[config.mk]
export PLATFORM = sky130hd
export DESIGN_NAME = head_ptr_fetch
export DESIGN_NICKNAME = d
export VERILOG_FILES = /design/src/rtl/hash_table_pkg.sv /design/src/rtl/head_ptr_fifo.sv /design/src/rtl/head_ptr_fetch.sv
export SDC_FILE = /design/constraint.sdc
export NUM_CORES = 1
export LEC_CHECK = 0
export ABC_AREA = 0
export BUFFER_PORTS_ARGS = -buffer_cell sky130_fd_sc_hd__buf_4
export CAP_MARGIN = 10
export CORE_UTILIZATION = 40
export DETAILED_ROUTE_END_ITERATION = 16
export GPL_TIMING_DRIVEN = 0
export SYNTH_ARGS = -nofsm -noshare
export SYNTH_HDL_FRONTEND = slang
export SYNTH_HIERARCHICAL = 1
export SYNTH_SLANG_ARGS = --single-unit
[constraint.sdc]
create_clock -name clk_i -period 2.64 [get_ports clk_i]
set_input_delay 0.528 -clock clk_i [delete_from_list [all_inputs] [get_ports clk_i]]
set_output_delay 0.528 -clock clk_i [all_outputs]
set_load 0.02 [all_outputs]
[src/rtl/hash_table_pkg.sv]
// rtl/hash_table_pkg.sv - hash table shared widths and command/head-pointer types
package hash_table;

    localparam int BUCKET_WIDTH     = 4;
    localparam int TABLE_ADDR_WIDTH = 5;
    localparam int KEY_WIDTH        = 8;

    typedef enum logic [1:0] {
        HT_FIND   = 2'd0,
        HT_INSERT = 2'd1,
        HT_DELETE = 2'd2,
        HT_UPDATE = 2'd3
    } ht_opcode_t;

    typedef struct packed {
        ht_opcode_t             opcode;
        logic [KEY_WIDTH-1:0]   key;
    } ht_cmd_t;

    typedef struct packed {
        ht_cmd_t                   cmd;
        logic [BUCKET_WIDTH-1:0]   bucket;
    } ht_hashed_task_t;

    typedef struct packed {
        logic [TABLE_ADDR_WIDTH-1:0] ptr;
        logic                        ptr_val;
    } head_ram_data_t;

    typedef struct packed {
        ht_cmd_t                     cmd;
        logic [BUCKET_WIDTH-1:0]     bucket;
        logic [TABLE_ADDR_WIDTH-1:0] head_ptr;
        logic                        head_ptr_val;
    } ht_pdata_t;

endpackage

[src/rtl/head_ptr_fifo.sv]
// rtl/head_ptr_fifo.sv - output buffer of fetched head pointers with per-entry snoop patching
module head_ptr_fifo
    import hash_table::*;
#(
    parameter int DEPTH = 4,
    parameter int CNT_W = $clog2(DEPTH + 1)
) (
    input  logic                        clk_i,
    input  logic                        rst_n_i,
    input  logic                        push_i,
    input  ht_pdata_t                   push_data_i,
    input  logic                        pop_i,
    input  logic                        snoop_en_i,
    input  logic [BUCKET_WIDTH-1:0]     snoop_bucket_i,
    input  logic [TABLE_ADDR_WIDTH-1:0] snoop_ptr_i,
    input  logic                        snoop_ptr_val_i,
    output ht_pdata_t                   head_o,
    output logic                        head_valid_o,
    output logic [CNT_W-1:0]            used_o
);

    localparam int PTR_W = (DEPTH > 1) ? $clog2(DEPTH) : 1;

    ht_pdata_t          mem [DEPTH];
    logic [DEPTH-1:0]   ent_valid;
    logic [PTR_W-1:0]   wr_ptr;
    logic [PTR_W-1:0]   rd_ptr;
    logic [CNT_W-1:0]   used;

    function automatic logic [PTR_W-1:0] ptr_inc(input logic [PTR_W-1:0] p);
        return (p == PTR_W'(DEPTH - 1)) ? '0 : p + PTR_W'(1);
    endfunction

    always_ff @(posedge clk_i) begin
        if (!rst_n_i) begin
            wr_ptr    <= '0;
            rd_ptr    <= '0;
            used      <= '0;
            ent_valid <= '0;
        end else begin
            // Every queued entry of the written bucket tracks the table, head included
            for (int i = 0; i < DEPTH; i++) begin
                if (snoop_en_i && ent_valid[i] && mem[i].bucket == snoop_bucket_i) begin
                    mem[i].head_ptr     <= snoop_ptr_i;
                    mem[i].head_ptr_val <= snoop_ptr_val_i;
                end
            end
            if (push_i) begin
                mem[wr_ptr]       <= push_data_i;
                ent_valid[wr_ptr] <= 1'b1;
                wr_ptr            <= ptr_inc(wr_ptr);
            end
            if (pop_i) begin
                ent_valid[rd_ptr] <= 1'b0;
                rd_ptr            <= ptr_inc(rd_ptr);
            end
            case ({push_i, pop_i})
                2'b10:   used <= used + CNT_W'(1);
                2'b01:   used <= used - CNT_W'(1);
                default: used <= used;
            endcase
        end
    end

    assign head_valid_o = (used != '0);
    assign head_o       = head_valid_o ? mem[rd_ptr] : '0;
    assign used_o       = used;

endmodule

[src/rtl/head_ptr_fetch.sv]
// rtl/head_ptr_fetch.sv - reads bucket head pointers from the head RAM with write snooping and credit flow control
module head_ptr_fetch
    import hash_table::ht_hashed_task_t, hash_table::head_ram_data_t, hash_table::ht_pdata_t,
           hash_table::TABLE_ADDR_WIDTH;
#(
    parameter int RAM_LATENCY  = 2,
    parameter int BUCKET_WIDTH = hash_table::BUCKET_WIDTH,
    parameter int FIFO_DEPTH   = RAM_LATENCY + 2
) (
    input  logic                        clk_i,
    input  logic                        rst_n_i,
    input  ht_hashed_task_t             task_i,
    input  logic                        task_valid_i,
    output logic                        task_ready_o,
    output logic [BUCKET_WIDTH-1:0]     rd_addr_o,
    output logic                        rd_en_o,
    input  head_ram_data_t              rd_data_i,
    input  logic                        snoop_wr_en_i,
    input  logic [BUCKET_WIDTH-1:0]     snoop_wr_addr_i,
    input  logic [TABLE_ADDR_WIDTH-1:0] snoop_wr_ptr_i,
    input  logic                        snoop_wr_ptr_val_i,
    output ht_pdata_t                   pdata_o,
    output logic                        pdata_valid_o,
    input  logic                        pdata_ready_i
);

    localparam int CNT_W = $clog2(FIFO_DEPTH + 1);
    localparam int IF_W  = $clog2(RAM_LATENCY + 1);
    localparam int LAST  = RAM_LATENCY - 1;

    logic [RAM_LATENCY-1:0] stg_valid;
    logic [RAM_LATENCY-1:0] stg_ovr;
    logic [RAM_LATENCY-1:0] stg_hit;
    ht_hashed_task_t        stg_task [RAM_LATENCY];
    head_ram_data_t         stg_data [RAM_LATENCY];

    logic [IF_W-1:0]        in_flight;
    logic [CNT_W-1:0]       fifo_used;
    logic [CNT_W:0]         credits_used;
    logic                   accept;
    logic                   accept_hit;
    logic                   push;
    logic                   pop;
    head_ram_data_t         snoop_data;
    head_ram_data_t         ret_data;
    ht_pdata_t              push_data;
    ht_pdata_t              fifo_head;
    logic                   fifo_valid;

    assign snoop_data = '{ptr: snoop_wr_ptr_i, ptr_val: snoop_wr_ptr_val_i};

    always_comb begin
        credits_used  = (CNT_W + 1)'(fifo_used) + (CNT_W + 1)'(in_flight);
        task_ready_o  = rst_n_i && (credits_used < (CNT_W + 1)'(FIFO_DEPTH));
        accept        = task_valid_i && task_ready_o;
        rd_en_o       = accept;
        rd_addr_o     = accept ? task_i.bucket : '0;
        // The RAM returns pre-write data on read-during-write, so an accept-cycle write must override
        accept_hit    = snoop_wr_en_i && (snoop_wr_addr_i == task_i.bucket);
        stg_hit       = '0;
        for (int k = 0; k < RAM_LATENCY; k++) begin
            stg_hit[k] = snoop_wr_en_i && stg_valid[k] && (stg_task[k].bucket == snoop_wr_addr_i);
        end
        push          = stg_valid[LAST];
        ret_data      = stg_hit[LAST] ? snoop_data :
                        stg_ovr[LAST] ? stg_data[LAST] : rd_data_i;
        push_data     = '{cmd:          stg_task[LAST].cmd,
                          bucket:       stg_task[LAST].bucket,
                          head_ptr:     ret_data.ptr,
                          head_ptr_val: ret_data.ptr_val};
        pdata_valid_o = rst_n_i && fifo_valid;
        pdata_o       = rst_n_i ? fifo_head : '0;
        pop           = pdata_valid_o && pdata_ready_i;
    end

    always_ff @(posedge clk_i) begin
        if (!rst_n_i) begin
            stg_valid <= '0;
            stg_ovr   <= '0;
            in_flight <= '0;
        end else begin
            stg_valid[0] <= accept;
            stg_task[0]  <= task_i;
            stg_ovr[0]   <= accept && accept_hit;
            stg_data[0]  <= snoop_data;
            for (int k = 1; k < RAM_LATENCY; k++) begin
                stg_valid[k] <= stg_valid[k-1];
                stg_task[k]  <= stg_task[k-1];
                stg_ovr[k]   <= stg_ovr[k-1] | stg_hit[k-1];
                stg_data[k]  <= stg_hit[k-1] ? snoop_data : stg_data[k-1];
            end
            case ({accept, push})
                2'b10:   in_flight <= in_flight + IF_W'(1);
                2'b01:   in_flight <= in_flight - IF_W'(1);
                default: in_flight <= in_flight;
            endcase
        end
    end

    head_ptr_fifo #(
        .DEPTH (FIFO_DEPTH),
        .CNT_W (CNT_W)
    ) u_fifo (
        .clk_i           (clk_i),
        .rst_n_i         (rst_n_i),
        .push_i          (push),
        .push_data_i     (push_data),
        .pop_i           (pop),
        .snoop_en_i      (snoop_wr_en_i),
        .snoop_bucket_i  (snoop_wr_addr_i),
        .snoop_ptr_i     (snoop_wr_ptr_i),
        .snoop_ptr_val_i (snoop_wr_ptr_val_i),
        .head_o          (fifo_head),
        .head_valid_o    (fifo_valid),
        .used_o          (fifo_used)
    );

endmodule

## Word-level counts from Yosys, hierarchy flattened

Memories as Yosys holds them, arrays and structs flattened. A register that Yosys moved wholly into a read port is not among the register bits.
Index checks and enable logic that the tools add are counted.
Widths: inputs -> output; s select.

| storage, ports and cells | value |
|---|---|
| input port bits | 35 |
| output and inout port bits | 27 |
| register bits | 17 |
| memories | 3 |
| bits in writable memories | 120 |

| cells by class | value |
|---|---|
| reductions and logical operators | 23 |
| eq/ne operators | 13 |
| add/subtract/negate cells | 7 |
| $lt $le $gt $ge | 5 |
| multiplexer cells | 35 |
| bitwise operators | 4 |

Memory list:

| memory | words | bits a word | rd ports | clocked after Yosys merged registers in | wr ports | RTL line | text |
|---|---|---|---|---|---|---|---|
| u_fifo.mem | 4 | 20 | 5 | 1 | 5 | head_ptr_fifo.sv:24 | `ht_pdata_t mem [DEPTH];` |
| stg_task | 2 | 14 | 2 | 0 | 2 | head_ptr_fetch.sv:34 | `ht_hashed_task_t stg_task [RAM_LATENCY];` |
| stg_data | 2 | 6 | 2 | 0 | 2 | head_ptr_fetch.sv:35 | `head_ram_data_t stg_data [RAM_LATENCY];` |

Operators by type and width:

| cell | number |
|---|---|
| $mux 20 | 2 |
| $eq 4x4->1 | 7 |
| $logic_and 1x1->1 | 20 |
| $mux 1 | 18 |
| $mux 6 | 3 |
| $mux 4 | 4 |
| $eq 2x2->1 const B | 4 |
| $mux 2 | 4 |
| $add 2x1->2 const B | 3 |
| $lt 2x3->1 const B | 2 |
| $pmux 3 s2 | 1 |
| $add 3x2->4 | 1 |
| $and 4x4->4 | 1 |
| $demux 1 s2 | 2 |
| $eq 2x1->1 const B | 2 |
| $ge 2x1->1 const B | 2 |
| $lt 4x3->1 const B | 1 |
| $not 4->4 | 1 |
| $or 4x4->4 | 1 |
| $pmux 2 s2 | 1 |
| $reduce_bool 2->1 | 2 |
| $add 3x1->3 const B | 1 |
| $reduce_bool 3->1 | 1 |
| $sub 3x1->3 const B | 1 |
| 2 further kinds | 2 |

## Logic depth before layout (Yosys ltp)

Gate-level depths: netlist (run 1).

| depth | value |
|---|---|
| word-level depth | 9 |
| gate-level depth with buffers | 10 |
| mapped depth without buffers | 9 |

## Modules after synthesis

The synthesis (run 1) kept the hierarchy.

Modules (own cells, without submodules):

| module | sequential area each (um^2) | cells an instance | area an instance (um^2) | instances |
|---|---|---|---|---|
| head_ptr_fifo | 2662.6 | 256 | 4247.8 | 1 |
| head_ptr_fetch | 1321.3 | 132 | 2001.9 | 1 |

## Worst setup path before layout (run 1)

No wires, ideal clock.

| path | value |
|---|---|
| path type | reg2reg |
| start point | reg u_fifo.used[1] (netlist: u_fifo/used_o[1]) |
| end point | reg in_flight[1] |
| path buffers | 1 |
| clock period less this slack | 2.315 ns |
| arrival time | 2.240 ns |
| required time | 2.564 ns |
| slack | 0.325 ns |
| stages on the path, launching flop included | 10 |
| cell sequence | dfxtp_1 ha_1 nand3_1 and3_1 clkbuf_1 and2_1 inv_2 ha_1 or3_1 a21boi_0 |

| between the ends | value |
|---|---|
| word-level cells in the longest chain between the ends | 6 |
| elaborated cells between the ends (all ways) | 8 |
| those cells by class | add/sub (1); order compare (1); eq/ne (2); mux (1); reduce/logical (3) |

Ends and longest elaborated chain:

| element | RTL line | text |
|---|---|---|
| start, declared | head_ptr_fifo.sv:28 | `logic [CNT_W-1:0] used;` |
| start signal, assigned | head_ptr_fifo.sv:58 | `2'b10: used <= used + CNT_W'(1);` |
| start signal, assigned | head_ptr_fifo.sv:59 | `2'b01: used <= used - CNT_W'(1);` |
| start signal, assigned | head_ptr_fifo.sv:60 | `default: used <= used;` |
| $add 3x2->4 * | head_ptr_fetch.sv:53 | `credits_used = (CNT_W + 1)'(fifo_used) + (CNT_W + 1)'(in_flight);` |
| $lt 4x3->1 * | head_ptr_fetch.sv:54 | `task_ready_o = rst_n_i && (credits_used < (CNT_W + 1)'(FIFO_DEPTH));` |
| $logic_and 1x1->1 * | head_ptr_fetch.sv:54 |  |
| via task_ready_o | head_ptr_fetch.sv:14 | `output logic task_ready_o,` |
| $logic_and 1x1->1 * | head_ptr_fetch.sv:55 | `accept = task_valid_i && task_ready_o;` |
| via rd_en_o | head_ptr_fetch.sv:16 | `output logic rd_en_o,` |
| $eq 2x1->1 or $eq 2x2->1 (tied branches) | head_ptr_fetch.sv:92 | `case ({accept, push})` |
| $pmux 2 s2 or $reduce_bool 2->1 (tied branches) | - |  |
| end signal, assigned | head_ptr_fetch.sv:93 | `2'b10: in_flight <= in_flight + IF_W'(1);` |
| end signal, assigned | head_ptr_fetch.sv:94 | `2'b01: in_flight <= in_flight - IF_W'(1);` |
| end signal, assigned | head_ptr_fetch.sv:95 | `default: in_flight <= in_flight;` |
| end, declared | head_ptr_fetch.sv:37 | `logic [IF_W-1:0] in_flight;` |

Mark *: on every way through the listed nets, which the timed path passes. The rest lies on a longest branch.
A chain may end at the register's enable or synchronous reset.

==> results of run 1 <==
[repair_timing]
action / in CTS / in global routing
setup endpoints to repair: 3 / 21
buffers inserted: 0 / 0
gates cloned: 0 / 0
gates resized for setup: 0 / 4
[state kept, by name, indices dropped and copies added (netlist names), named ones only]
register and flops:
u_fifo/ent_valid 4, stg_ovr 2, u_fifo/used_o 3, u_fifo/mem 80
stg_valid 2, stg_data 12, stg_task 28, u_fifo/wr_ptr 2
u_fifo/rd_ptr 2, in_flight 2
[layer usage]
metal	track usage	routed length, µm
met5	0	0
met4	0.0714	202
met3	0.0486	600
met2	0.278	6180
met1	0.215	5490
[path summary, 6_finish.rpt]
check	to	slack, ns	cells past startpoint
setup / recovery	pdata_o[1]	0.12	6
hold / removal	stg_task[0][10]	0.28	1
setup reg to reg	u_fifo/mem[2][4]	0.22	6
hold reg to reg	stg_task[0][19]	0.42	0
[where the power goes]
| part | leakage, nW | total [mW] | internal (mW) | switching, mW |
|---|---|---|---|---|
| Combinational | 1.21 | 0.397 | 0.191 | 0.206 |
| Clock | 0.305 | 2.52 | 1.63 | 0.885 |
| Sequential | 1.27 | 2.50 | 2.47 | 0.0393 |
[cell families after synthesis]
logic type / count (synthesis) / share of synthesized area
xor+xnor: 29 / 0.0406
flops: 139 / 0.637
mux: 64 / 0.155
buf+inv: 34 / 0.0262
fa+ha+maj: 12 / 0.0252
simple gates: 91 / 0.0959
compound gates: 19 / 0.0200
[layout make-up]
type,count,share of cell area
buffer,16,0.0138
clock inverter,10,0.0215
timing repair buffer,62,0.0611
multi-input combinational,215,0.280
sequential,139,0.523
tap,188,0.0309
inverter,18,0.00887
clock buffer,22,0.0609
[through the flow]
step | power (mW) | cells | worst slack (ns) | hold WS [ns]
after global routing | 5.61 | 670 | 0.0203 | 0.256
after global placement | 2.93 | 637 | -0.760 | 0.401
after detailed placement | 2.95 | 638 | -0.189 | 0.407
after floorplan | 2.77 | 388 | 0.325 | 0.400
final | 5.42 | 670 | 0.119 | 0.282
after CTS | 5.48 | 670 | -0.00588 | 0.258
[worst reg2reg max path, delay by kind of cell (launching register included)]
family,cells,cell delay (ns)
DFF,1,0.45
AOI/OAI and AO/OA,1,0.34
and+or+nand+nor,1,0.53
muxes,2,0.61
buffers and inverters,2,0.24
[cells in the final DEF, fill, tap and decap left out, drive strengths merged]
cell	count
and4	1
clkinvlp	1
dfxtp	19
buf	69
o22ai	1
nand2	9
ha	11
nand4	5
o211ai	1
mux2	42
a21oi	5
or3	2
or4b	1
bufinv	4
nor2b	23
o41ai	3
and2	27
edfxtp	120
nor2	6
a21boi	3
fa	1
xnor2	12
nor3b	2
nand3	6
mux2i	2
inv	19
o21a	1
nor3	3
xor2	17
clkbuf	31
and3	6
mux4	20
o21ai	4
clkinv	4
a222oi	1
==> reports/summary.md, run 1 <==
## Worst setup path
* 2.11 ns — Crit path required time
* register to output pin — critical setup path kind
* buf_4, buf_6, mux4_2, nor2b_1, and2_1, buf_4 — cell breakdown of the critical path
* sky130_fd_sc_hd__dfxtp_1 — crit path max-delay cell type
* 1.99 ns — critical path data arrival time
* 3 — buffer and inverter count on the worst path
* register — launching element type of the critical path
* buffers and inverters — Crit path max-delay family
* stg_task[0][16] — launching point of the worst reg2reg path
* 10 — Critical Path Fanout Max
* output pin — Critical Path Sink Type
* 0.35 ns — Largest stage delay, worst path
* sky130_fd_sc_hd__buf_4 — most repeated library cell on the critical path

## Cells and area
* 2130 µm² — combined area of the multi-input logic cells
* 1309 — number of inserted filler cells in the final layout
* 3980 µm² — flip-flop and latch area
* 21.9% — Syn-to-layout area delta
* 7620 µm² — total non-filler cell area in the finished layout
* 0.361 — layout cells sized above 1
* 0 — diode insertion count for antenna repair
* 516 — number of nets in the final layout
* 0.501 — final design utilization

## Timing
* 0 ns — setup tns final
* 0 — hold violation total from the final report
* 0.973 ns — slew at the pin closest to its max-slew limit
* 0.345 — worst slew margin relative to its limit
* 0 — final number of max-transition violations
* no — RSZ-0062 raised after global routing
* 397 MHz — maximum operating frequency
* 0 — # setup viols final
* 2.52 ns — final critical path time including I/O delays and setup
* 0.955 — Final period util
* 0.00958 ns — setup skew after layout

## Placement
* 6970 µm² — post-place instance area
* 0.709 — weighted congestion reported at the end of routability-driven placement
* 61 — number of port buffers
* 8.06 mm — detailed-placement wirelength estimate

## Clock network
* 139 — number of sinks on the clock net
* 0 — number of hold buffers added after CTS
* 4 — maximum level of the CTS H-tree
* 2 — maximum clock path buffer count
* 17 — number of buffers created by CTS
* 0.06 ns — clock transition time at the flip-flop clock pins of the worst setup and hold paths
* 0.42 ns — worst-skew pair later-pin latency
* built — TritonCTS clock tree
* sky130_fd_sc_hd__clkbuf_16 — clock root buffer

## Synth
* 16.1 µm² — synthesized area per cell
* sky130_fd_sc_hd__edfxtp_1 — predominant post-synthesis flop cell
* 139 — FF+latch count, synth
* sky130_fd_sc_hd__edfxtp_1 (58%), sky130_fd_sc_hd__mux4_2 (7.2%), sky130_fd_sc_hd__dfxtp_1 (6.1%), sky130_fd_sc_hd__mux2_2 (5.4%), sky130_fd_sc_hd__and2_1 (2.7%) — ranking of synthesized cells by area
* 0 — async set-reset flop share out of synthesis
* 6 — synthesis warning total
* 0.577 — top-area cell type share of the netlist area
* sky130_fd_sc_hd__edfxtp_1 — top-count cell post-synth
* 43 — post-synthesis cell type count
* sky130_fd_sc_hd__edfxtp_1 (120), sky130_fd_sc_hd__mux2_2 (30), sky130_fd_sc_hd__and2_1 (27), sky130_fd_sc_hd__mux4_2 (20), sky130_fd_sc_hd__dfxtp_1 (19) — ranking of synthesized cells by instance count
* 435 — Synth Net Count
* 0.637 — fraction of the yosys area taken by sequential cells
* 388 — cell count after synthesis
* 6250 µm² — total standard cell area after synthesis
* 120 — EDFF count, synth
* sky130_fd_sc_hd__edfxtp_1 — post-synth top area cell

## Drt
* 18.6 µm — WL per Instance
* 5.18 — Via-to-Cell Ratio
* 12.5 mm — total length of routed wires
* 4 — Detailed Routing Iterations Pass 1
* 0 — drt drc
* 3472 — total number of vias
* 245 — first-iteration detailed-routing DRC count
* 0 — number of nets still failing antenna checks after routing

## Die
* 16100 µm² — Die Area
* 62 — ports placed on the boundary
* 45 — number of core rows
* 127 µm — die width
* 0.411 — effective utilization at floorplan
* 15200 µm² — core footprint
* 127 µm — Die H

## Global routing
* 0.171 — global-route total usage across every layer
* 19.9 mm — first-pass GRT wire length
* 51 — pin count of the biggest net entering global routing
* 0 — GRT Residual Overflow
* 3664 — number of global-route vias before repair
* 0 — antenna violations before repair

## Pwr
* 0.461 mV — maximum VDD drop
* 712 nW/µm² — PD cells
* 2.78 nW — Leakage

## Status
* finished, final reports clean — result of the run

## Flow run
* 0 — max-capacitance violation count

## Hold path
* task_i[10] — start point of the worst hold path
* input port to register — HP Class

Power figures use the tool's default switching activity.
==> run 2, diff against run 1 <==
CAP_MARGIN = default   (was 10)
GPL_TIMING_DRIVEN = default   (was 0)
==> run 2 against run 1 <==
Against the previous run: final cell count increased by 1.2%; critical path type unchanged; sequential cell count unchanged; fmax decreased by 0.36%; non-clock buffer count increased by 8; cell area increased by 0.58%; die area unchanged; sequential share of layout area decreased by 0.28 points; total power decreased by 2.1%.
==> reports/summary.md, run 2 (same netlist as run 1, synthesis figures left out) <==
## Drt
* 126 — first-iteration detailed-routing DRC count
* 5.05 — Via-to-Cell Ratio
* 0 — drt drc
* 0 — number of nets still failing antenna checks after routing
* 17.6 µm — WL per Instance
* 6 — Detailed Routing Iterations Pass 1
* 3422 — total number of vias
* 11.9 mm — total length of routed wires

## Worst setup path
* register to output pin — critical setup path kind
* 2.00 ns — critical path data arrival time
* sky130_fd_sc_hd__mux4_2 — crit path max-delay cell type
* multiplexers — Crit path max-delay family
* buf_12, mux4_2, nor2b_4, and2_1, buf_4 — cell breakdown of the critical path
* 2 — buffer and inverter count on the worst path
* 20 — Critical Path Fanout Max
* output pin — Critical Path Sink Type
* 2.11 ns — Crit path required time
* 0.53 ns — Largest stage delay, worst path
* register — launching element type of the critical path

## Global routing
* 33 — pin count of the biggest net entering global routing
* 3477 — number of global-route vias before repair
* 0.161 — global-route total usage across every layer
* 18.9 mm — first-pass GRT wire length
* 0 — antenna violations before repair
* 0 — GRT Residual Overflow

## Placement
* 8.14 mm — detailed-placement wirelength estimate
* 0.727 — weighted congestion reported at the end of routability-driven placement
* 61 — number of port buffers

## Pwr
* 0.455 — share of total power in the clock network
* 0.204 — switching power share of the total
* 1.08 mW — switching power
* 4.22 mW — P_int
* 0.073 — logic gate share of total power
* 0.417 mV — maximum VDD drop
* 0.472 — portion of total power attributed to sequential cells
* 2.82 nW — Leakage
* 693 nW/µm² — PD cells
* 5.31 mW — overall power of the completed layout

## Timing
* 0.00519 ns — setup skew after layout
* no — RSZ-0062 raised after global routing
* 0 — # setup viols final
* 0.959 — Final period util
* 395 MHz — maximum operating frequency
* 0.400 ns — slew at the pin closest to its max-slew limit
* 0 — hold violation total from the final report
* 0 ns — setup tns final
* 0.733 — worst slew margin relative to its limit
* 0 — final number of max-transition violations
* 2.53 ns — final critical path time including I/O delays and setup

## Clock network
* sky130_fd_sc_hd__clkbuf_16 — clock root buffer
* 2 — maximum clock path buffer count
* 0.41 ns — worst-skew pair later-pin latency
* 17 — number of buffers created by CTS
* 4 — maximum level of the CTS H-tree
* 0.06 ns — clock transition time at the flip-flop clock pins of the worst setup and hold paths
* 139 — number of sinks on the clock net
* built — TritonCTS clock tree

## Cells and area
* u_fifo/mem: 80 flops, stg_task: 28 flops, stg_data: 12 flops — largest registers
* u_fifo/mem — Biggest register
* sky130_fd_sc_hd__edfxtp_1 (120), sky130_fd_sc_hd__buf_4 (85), sky130_fd_sc_hd__mux2_2 (30) — top library cells by usage in the layout, fill and taps aside
* 0.378 — layout cells sized above 1
* 22.6% — Syn-to-layout area delta
* 1323 — number of inserted filler cells in the final layout
* 524 — number of nets in the final layout
* sky130_fd_sc_hd__edfxtp_1 — most common cell after layout, fill and taps aside
* 80 — Largest register FFs
* 0 — diode insertion count for antenna repair

## Die
* 15200 µm² — core footprint
* 62 — ports placed on the boundary
* 16100 µm² — Die Area
* 127 µm — Die H
* 127 µm — die width
* 45 — number of core rows
* 0.411 — effective utilization at floorplan

## Flow run
* 0 — max-capacitance violation count

## Status
* finished, final reports clean — result of the run

## Hold path
* input port to register — HP Class

==> run 2: changes by cell type in the layout (fill, tap and decap cells not counted), sizes merged <==
cell	previous run	this run
buf	69	86
clkinv	4	9
inv	19	18
clkbuf	31	18
==> run 2: worst register-to-register path: stages (launching register included) <==
cell	delay [ns]
sky130_fd_sc_hd__edfxtp_1	0.43
sky130_fd_sc_hd__inv_2	0.05
sky130_fd_sc_hd__a222oi_1	0.31
sky130_fd_sc_hd__or4b_1	0.49
sky130_fd_sc_hd__buf_4	0.21
sky130_fd_sc_hd__mux2_4	0.33
sky130_fd_sc_hd__mux2_2	0.27
==> run 2: timing repair <==
action,in CTS,in global routing
buffers inserted,0,0
setup endpoints to repair,0,10
hold endpoints to repair,0,0
resized for setup,0,1
hold buffers,0,0
==> run 2: cell type report <==
type / instances / area (µm²) / area share
Tap cell: 188 / 235 / 0.0307
Multi-Input combinational cell: 215 / 2110 / 0.275
Clock buffer: 18 / 429 / 0.0560
Inverter: 18 / 67.6 / 0.00882
Sequential cell: 139 / 3990 / 0.520
Timing Repair Buffer: 86 / 658 / 0.0859
Clock inverter: 14 / 176 / 0.0230
==> run 2: worst paths after layout <==
path	startpoint	slack, ns	depth (start not counted)	endpoint
max reg2reg	stg_task[0][16]	0.30	6	u_fifo/mem[0][2]
min	task_i[4]	0.29	1	stg_task[0][4]
min reg2reg	stg_task[0][6]	0.42	0	stg_task[0][20]
max	register	0.11	5	pdata_o[8]
==> run 2: power by group through the flow <==
stage	clock, mW	combinational (mW)	sequential (mW)
after floorplan	0	0.235	2.54
after global placement	0	0.390	2.55
after detailed placement	0	0.396	2.55
after CTS	2.47	0.399	2.50
after global routing	2.55	0.427	2.51
final	2.41	0.389	2.50
==> run 2: per-stage QoR <==
step / cells / area (µm²) / utilization / setup WS [ns] / hold WS, ns
2_1_floorplan: 388 / 6250 / - / 0.325 / 0.400
3_3_place_gp: 646 / 7050 / 0.464 / 0.136 / 0.401
3_5_place_dp: 646 / 7050 / 0.464 / 0.122 / 0.407
4_1_cts: 678 / 7660 / 0.504 / 0.00877 / 0.263
5_1_grt: 678 / 7660 / 0.504 / 0.0297 / 0.266
6_report: 678 / 7660 / 0.504 / 0.109 / 0.285
==> run 2: per-layer routing <==
metal  track usage  vias up  share of wire
met5             0        -              0
li1              -     1627              -
met4        0.0714        0          0.016
met1         0.199     1725           0.44
met2         0.271       55           0.51
met3        0.0385       15          0.029
==> run 3, diff against run 2 <==
BUFFER_PORTS_ARGS = default   (was -buffer_cell sky130_fd_sc_hd__buf_4)
DONT_BUFFER_PORTS = 1   (was default)
==> run 3 against run 2 <==
Against the previous run: fmax up 3.4%; clock power down 6%; global-route usage down 0.22 points; routed wire length down 2.0%; core utilization down 3.8 points; final cell count down 11%; non-clock buffer count down 72; sequential power about the same; sequential cell count unchanged; via count down 8.6%; first-iteration DRC count up 82%; critical path type unchanged.
==> reports/summary.md, run 3 (same netlist as run 1, synthesis figures left out) <==
## Die
* 16100 µm² — Die Area
* 127 µm — die width
* 127 µm — Die H
* 0.411 — effective utilization at floorplan
* 45 — number of core rows
* 62 — ports placed on the boundary
* 15200 µm² — core footprint

## Timing
* 0.204 ns — Min Hold Slack
* 0.927 — Final period util
* 0.676 ns — slew at the pin closest to its max-slew limit
* 0.192 ns — least setup slack across all paths after layout
* 0 ns — setup tns final
* 0 — hold violation total from the final report
* no — RSZ-0062 raised after global routing
* 0 — # setup viols final
* 0.00811 ns — setup skew after layout
* 408 MHz — maximum operating frequency
* 0.549 — worst slew margin relative to its limit
* 2.45 ns — final critical path time including I/O delays and setup
* 0 — final number of max-transition violations

## Clock network
* 139 — number of sinks on the clock net
* 0.42 ns — worst-skew pair later-pin latency
* 0 — number of hold buffers added after CTS
* built — TritonCTS clock tree
* 2 — maximum clock path buffer count
* 4 — maximum level of the CTS H-tree
* 17 — number of buffers created by CTS
* 0 — buffers inserted by post-CTS timing repair
* 0.06 ns — clock transition time at the flip-flop clock pins of the worst setup and hold paths
* sky130_fd_sc_hd__clkbuf_16 — clock root buffer

## Drt
* 0 — drt drc
* 0 — number of nets still failing antenna checks after routing
* 3128 — total number of vias
* 4 — Detailed Routing Iterations Pass 1
* 19.3 µm — WL per Instance
* 11.7 mm — total length of routed wires
* 229 — first-iteration detailed-routing DRC count
* 5.16 — Via-to-Cell Ratio

## Global routing
* 0 — GRT Residual Overflow
* 3337 — number of global-route vias before repair
* 87 — pin count of the biggest net entering global routing
* 18.5 mm — first-pass GRT wire length
* 0.159 — global-route total usage across every layer
* 0 — antenna violations before repair

## Cells and area
* 1329 — number of inserted filler cells in the final layout
* u_fifo/mem: 80 flops, stg_task: 28 flops, stg_data: 12 flops — largest registers
* 80 — Largest register FFs
* 452 — number of nets in the final layout
* 3990 µm² — flip-flop and latch area
* 0 — diode insertion count for antenna repair
* 0.268 — layout cells sized above 1
* 2110 µm² — combined area of the multi-input logic cells
* sky130_fd_sc_hd__edfxtp_1 (120), sky130_fd_sc_hd__mux2_2 (30), sky130_fd_sc_hd__and2_1 (27) — top library cells by usage in the layout, fill and taps aside
* sky130_fd_sc_hd__edfxtp_1 — most common cell after layout, fill and taps aside
* u_fifo/mem — Biggest register
* 7080 µm² — total non-filler cell area in the finished layout
* 13.3% — Syn-to-layout area delta

## Worst setup path
* register to output pin — critical setup path kind
* 6 — number of cell instances on the worst register-to-register path
* 20 — Critical Path Fanout Max
* output pin — Critical Path Sink Type
* register — launching element type of the critical path
* 1.92 ns — critical path data arrival time
* stg_task[0][16] — launching point of the worst reg2reg path
* 0.34 ns — setup slack, reg-to-reg
* 2.11 ns — Crit path required time
* u_fifo/mem[0][2] — capture instance of the worst register-to-register path

## Placement
* 0.299 ns — pre-CTS worst setup slack
* 0.714 — weighted congestion reported at the end of routability-driven placement
* 0 — number of port buffers
* 7.47 mm — detailed-placement wirelength estimate
* 6510 µm² — post-place instance area

## Hold path
* task_i[7] — start point of the worst hold path
* input port to register — HP Class
* stg_task[0][7] — terminating pin of the worst hold path
* 0 — hold path cells

## Pwr
* 0.201 — switching power share of the total
* 5.05 mW — overall power of the completed layout
* 0.496 — portion of total power attributed to sequential cells
* 1.02 mW — switching power
* 713 nW/µm² — PD cells
* 0.055 — logic gate share of total power
* 2.45 nW — Leakage
* 4.03 mW — P_int
* 0.432 mV — maximum VDD drop
* 0.449 — share of total power in the clock network

## Status
* finished, final reports clean — result of the run

## Flow run
* 0 — max-capacitance violation count

run 3: changes by cell type in the layout (fill, tap and decap cells not counted), moves of 2 or more:
cell and change:
sky130_fd_sc_hd__buf_4 -72, sky130_fd_sc_hd__bufinv_16 -2, sky130_fd_sc_hd__clkbuf_1 +4, sky130_fd_sc_hd__clkbuf_8 +2, sky130_fd_sc_hd__clkinv_1 -3
run 3: power groups by stage:
stage | registers, mW | clock network, mW | logic [mW]
CTS | 2.50 | 2.33 | 0.283
global placement | 2.55 | 0 | 0.276
global route | 2.51 | 2.42 | 0.307
finish | 2.50 | 2.27 | 0.276
floorplan | 2.54 | 0 | 0.235
detailed placement | 2.55 | 0 | 0.282
run 3: through the flow:
| step | utilization | instances |
|---|---|---|
| CTS | 0.466 | 606 |
| detailed placement | 0.428 | 574 |
| finish | 0.466 | 606 |
| global placement | 0.428 | 574 |
| global route | 0.466 | 606 |
| floorplan | - | 388 |
run 3: timing repair:
action,CTS,global route
gates resized for setup,0,1
setup endpoints to repair,0,3
endpoints found under the hold margin,0,0
run 3: layer usage:
layer,wire length (µm),up-vias,GRT usage
met5,0,-,0
met4,210,0,0.0707
met3,622,17,0.0482
met2,5670,75,0.259
met1,5170,1558,0.197
li1,-,1478,-
run 3: cell type report:
cell class              instances  share of cell area
clock buffers                  24              0.0666
clock inverters                 8              0.0133
inverters                      18             0.00954
multi-input cells             215               0.298
flip-flops and latches        139               0.563
well taps                     188              0.0332
repair buffers                 14              0.0166
run 3: critical path, cell delays in order, from the launching register on:
cell                      delay (ns)
sky130_fd_sc_hd__dfxtp_1        0.35
sky130_fd_sc_hd__buf_12         0.22
sky130_fd_sc_hd__mux4_2         0.54
sky130_fd_sc_hd__nor2b_4        0.14
sky130_fd_sc_hd__and2_1         0.23
run 3: worst max-delay path by stage:
stage	start	endpoint	cells past startpoint	slack [ns]
2_1_floorplan	u_fifo/used_o[1]	in_flight[1]	9	0.32
3_3_place_gp	snoop_wr_addr_i[3]	u_fifo/mem[0][3]	6	0.31
3_5_place_dp	snoop_wr_addr_i[3]	u_fifo/mem[3][5]	6	0.30
4_1_cts	register	pdata_o[1]	4	0.009
5_1_grt	register	pdata_o[8]	4	0.10
6_report	register	pdata_o[14]	4	0.19
